[src/rtl/mem_arbiter.sv]
// Two-port memory arbiter: m0 (CPU) and m1 (loader) share one synchronous-read
// memory. Ownership is bounded to BURST_MAX beats whenever the other port is waiting.
module mem_arbiter #(
   parameter int WORD_SIZE = 32,
   parameter int ADDR_LEN  = 5,
   parameter int BURST_MAX = 4
) (
   input  logic                 clk,
   input  logic                 rst,
   input  logic                 m0_req,
   input  logic                 m0_we,
   input  logic [ADDR_LEN-1:0]  m0_addr,
   input  logic [WORD_SIZE-1:0] m0_wdata,
   input  logic                 m1_req,
   input  logic                 m1_we,
   input  logic [ADDR_LEN-1:0]  m1_addr,
   input  logic [WORD_SIZE-1:0] m1_wdata,
   output logic                 m0_gnt,
   output logic                 m1_gnt,
   output logic                 m0_rvalid,
   output logic                 m1_rvalid,
   output logic [WORD_SIZE-1:0] rdata,
   output logic                 mem_en,
   output logic                 mem_we,
   output logic [ADDR_LEN-1:0]  mem_addr,
   output logic [WORD_SIZE-1:0] mem_wdata,
   input  logic [WORD_SIZE-1:0] mem_rdata,
   output logic                 busy
);

   typedef enum logic [1:0] {
      IDLE = 2'd0,
      OWN0 = 2'd1,
      OWN1 = 2'd2
   } state_e;

   localparam logic [3:0] CNT_LAST = 4'(BURST_MAX - 1);

   state_e     state_q;
   logic       prio_q;
   logic [3:0] cnt_q;
   logic       m0_rvalid_q, m0_rvalid_d;
   logic       m1_rvalid_q, m1_rvalid_d;
   logic       acc0, acc1;
   logic       cnt_last;

   // A beat is accepted whenever the owner keeps its request high.
   always_comb begin
      acc0        = (state_q == OWN0) && m0_req;
      acc1        = (state_q == OWN1) && m1_req;
      cnt_last    = (cnt_q == CNT_LAST);
      m0_rvalid_d = acc0 && !m0_we;
      m1_rvalid_d = acc1 && !m1_we;
   end

   // NOTE: sequential state uses non-blocking assignments only, so every register
   // samples the pre-edge values regardless of statement order.
   always_ff @(posedge clk) begin
      if (rst) begin
         state_q     <= IDLE;
         prio_q      <= 1'b0;
         cnt_q       <= 4'd0;
         m0_rvalid_q <= 1'b0;
         m1_rvalid_q <= 1'b0;
      end else begin
         m0_rvalid_q <= m0_rvalid_d;
         m1_rvalid_q <= m1_rvalid_d;
         case (state_q)
            IDLE: begin
               cnt_q <= 4'd0;
               if (m0_req && (!m1_req || !prio_q)) begin
                  state_q <= OWN0;
               end else if (m1_req) begin
                  state_q <= OWN1;
               end
            end
            OWN0: begin
               if (!m0_req) begin
                  state_q <= IDLE;
                  cnt_q   <= 4'd0;
                  prio_q  <= 1'b1;
               end else if (cnt_last && m1_req) begin
                  // Burst exhausted with m1 waiting: hand over without a bubble.
                  state_q <= OWN1;
                  cnt_q   <= 4'd0;
                  prio_q  <= 1'b0;
               end else if (!cnt_last) begin
                  cnt_q <= cnt_q + 4'd1;
               end
            end
            OWN1: begin
               if (!m1_req) begin
                  state_q <= IDLE;
                  cnt_q   <= 4'd0;
                  prio_q  <= 1'b0;
               end else if (cnt_last && m0_req) begin
                  state_q <= OWN0;
                  cnt_q   <= 4'd0;
                  prio_q  <= 1'b1;
               end else if (!cnt_last) begin
                  cnt_q <= cnt_q + 4'd1;
               end
            end
            default: begin
               state_q <= IDLE;
               cnt_q   <= 4'd0;
            end
         endcase
      end
   end

   // NOTE: outputs are masked by rst so they read zero throughout reset, including
   // a pending rvalid and the grant of a state register not yet cleared.
   always_comb begin
      m0_gnt    = !rst && acc0;
      m1_gnt    = !rst && acc1;
      m0_rvalid = !rst && m0_rvalid_q;
      m1_rvalid = !rst && m1_rvalid_q;
      busy      = !rst && (state_q != IDLE);
      mem_en    = m0_gnt || m1_gnt;
      mem_we    = (m0_gnt && m0_we) || (m1_gnt && m1_we);
      mem_addr  = '0;
      mem_wdata = '0;
      if (m0_gnt) begin
         mem_addr  = m0_addr;
         mem_wdata = m0_wdata;
      end else if (m1_gnt) begin
         mem_addr  = m1_addr;
         mem_wdata = m1_wdata;
      end
      rdata = mem_rdata;
   end

endmodule

[config.mk]
export PLATFORM = sky130hd
export DESIGN_NAME = mem_arbiter
export DESIGN_NICKNAME = d
export VERILOG_FILES = /design/src/rtl/mem_arbiter.sv
export SDC_FILE = /design/constraint.sdc
export NUM_CORES = 1
export LEC_CHECK = 0
export CORE_MARGIN = 3
export CORE_UTILIZATION = 24
export CTS_CLUSTER_SIZE = 10
export DETAILED_ROUTE_END_ITERATION = 16
export GPL_ROUTABILITY_DRIVEN = 0
export PLACE_DENSITY_LB_ADDON = 0.1
export REMOVE_ABC_BUFFERS = 1
export SYNTH_ARGS = -nofsm -noshare
export SYNTH_HDL_FRONTEND = slang
export SYNTH_SLANG_ARGS = --single-unit
[constraint.sdc]
create_clock -name clk -period 2.92 [get_ports clk]
set_input_delay 0.438 -clock clk [delete_from_list [all_inputs] [get_ports clk]]
set_output_delay 0.438 -clock clk [all_outputs]
set_load 0.01 [all_outputs]
==> metrics <==
CP Cell Sequence clkdlybuf4s50_1 > nand2_2 > nor2_2 > buf_4 > a22o_1 > clkdlybuf4s50_1; PnR worst setup slack approximately 0.16 ns; met3 routed WL 1030 µm; vias in the first global route 1417; post-place setup slack around 0.14 ns; number of port buffers 123; CTS H-tree depth 1; Arrival @ worst endpoint 2.32 ns; Yosys cell types 30; Routed WL around 6400 µm; top-area cell type share of the netlist area ~29%; CTS Hold Buffers Added 0; status finished, final reports clean; P_leak 0.873 nW; power density over the cells ~310 nW/µm²; Peak VDD IR 0.375 mV; WP buf/inv 3; antenna cells 0; max cap viols 0; RSZ-0062 raised after global routing false; setup violators final 0; largest net degree at the start of global routing 38; Top FF cell, synth dfxtp_1; initial antenna violation count 0; family with the most delay on the worst path buffers and inverters; total gr overflow 0; Final Hold Fails 0; HP Class reg2reg; clk sinks 9; dpl hpwl 5390 µm; Initial DRC Count 51; Worst Path Max Fanout 20; area delta synth->final 95.5%; Inst Count DP 280; worst hold start state_q[1]; period utilisation layout 94.5%; commonest non-fill, non-tap cells in the layout 123 x clkdlybuf4s50_1, 38 x a22o_1, 9 x dfxtp_1, 6 x nor2_1, 6 x nand2_1; Initial Util 25.8%; max layer used met4; Least-Margin Pin Slew roughly 0.40 ns; CP Launch Type input pin; fill count between 400 and 500; DR vias/cell 5.18; Final Skew 0.00420 ns; synthesized area 1160 µm²; Clock Pin Slew Worst Setup and Hold Paths 0.05 ns; DR vias 1471; proportion of layout cells with a drive suffix above 1 7.33%; min Tclk post-route between 2 and 3 ns; Critical Path Source m0_req; core area between 4000 and 5000 µm²; I/O pins 188; Crit path top cell by count clkdlybuf4s50_1; clk_lat worst skew between 0.2 and 0.25 ns; Post-Synthesis Cells 140; die area 5710 µm²; Pre-Repair DR Iteration Count 4; worst-case clock buffer depth 2; Post-Syn Area per Cell 8.30 µm²; sequential element share of the synthesized area 15.5%; worst r2r src state_q[0]; Synth area leader a22o_1; M1 WL approximately 2200 µm; antenna viol nets, final 0; cts repair resizes 0; first-pass GRT wire length 8460 µm; Post-CTS Setup Bufs 0; yosys warns 0; CTS buffer count 3; Final Instance Count excl. Fillers approximately 280; metal2 WL 3000 µm; Post-synth EDFFs 0; slowest CP cell clkdlybuf4s50_1; element type at the critical path end output port; headroom to the max-slew limit about 73%; Area after DPL about 2200 µm²; setup TNS 0 ns; Die Ht 75.6 µm; CTS tree yes; Yosys reg bits 9; Total GRT Usage about a fifth; Final nets 350; WP data required about 2.5 ns; WS Path Type in2out; final slew viol count 0; routed len/inst about 23 µm; main area contributors after synthesis a22o_1 29%, buf_4 23%, dfxtp_1 16%, ha_1 5.4%, nor2_1 2.3%; Peak Freq between 300 and 400 MHz; Die X around 76 µm; Std-Cell Rows 24; design area 2270 µm²; CTS Root Cell clkbuf_8; CP max stage delay ~0.55 ns; Residual DRC 0; commonest non-fill, non-tap cell in the layout clkdlybuf4s50_1; Synth async-reset ratio 0%
-- cells in the mapped netlist, drive strengths merged (3+ instances only) --
library cell and n:
nand2 8, a22o 38, a21oi 4, nor2 7
buf 38, clkbuf 3, dfxtp 9, inv 3
nor2b 3, ha 5
-- tightest hold or removal path, delay by kind of cell, from the launching register on --
| kind | cells | cell delay, ns |
|---|---|---|
| flops | 1 | 0.33 |
| compound gates | 1 | 0.05 |
| simple gates | 1 | 0.06 |
-- final cells by class --
cell class | instances | area (µm²) | area share (%)
flip-flops and latches | 9 | 180 | 7.93
repair buffers | 129 | 1290 | 56.7
inverters | 3 | 11.3 | 0.496
clock buffers | 4 | 45.0 | 1.98
multi-input cells | 87 | 682 | 30.0
well taps | 52 | 65.1 | 2.86
-- power breakdown --
group          switching, mW  leakage (nW)  internal, mW
logic                  0.151         0.777         0.249
clock network         0.0519        0.0228        0.0953
registers             0.0102        0.0730         0.136
total                  0.213         0.873         0.480
-- metrics by stage --
step / power (mW) / utilization, % / hold WS (ns)
floorplan: 0.307 / - / 0.459
global placement: 0.540 / 49.4 / 0.475
detailed placement: 0.548 / 49.4 / 0.496
CTS: 0.698 / 50.4 / 0.502
global route: 0.739 / 50.4 / 0.533
finish: 0.693 / 50.4 / 0.494
-- worst paths after layout --
path / endpoint / slack, ns / depth (start not counted)
setup / recovery: mem_wdata[6] / 0.16 / 6
hold / removal: state_q[1] / 0.49 / 2
setup reg to reg: state_q[0] / 1.25 / 7
hold reg to reg: state_q[1] / 0.49 / 2
-- registers in the layout (all words and copies together) (netlist names) --
register / flops
prio_q: 1
state_q: 2
m0_rvalid_q: 1
m1_rvalid_q: 1
cnt_q: 4
-- routing by layer --
| metal | up-vias | global-route usage (%) |
|---|---|---|
| met2 | 103 | 33.5 |
| li1 | 668 | - |
| met4 | 0 | 7.38 |
| met1 | 690 | 20.9 |
| met5 | - | 0 |
| met3 | 10 | 15.4 |
-- logic make-up after synthesis --
| group | count (synthesis) | synth area share [%] |
|---|---|---|
| xor+xnor | 2 | 1.51 |
| mux | 2 | 1.72 |
| compound gates | 49 | 35.5 |
| flops | 9 | 15.5 |
| simple gates | 29 | 14.3 |
| fa+ha+maj | 5 | 5.38 |
| buf+inv | 44 | 26.0 |
Power figures use the tool's default switching activity.
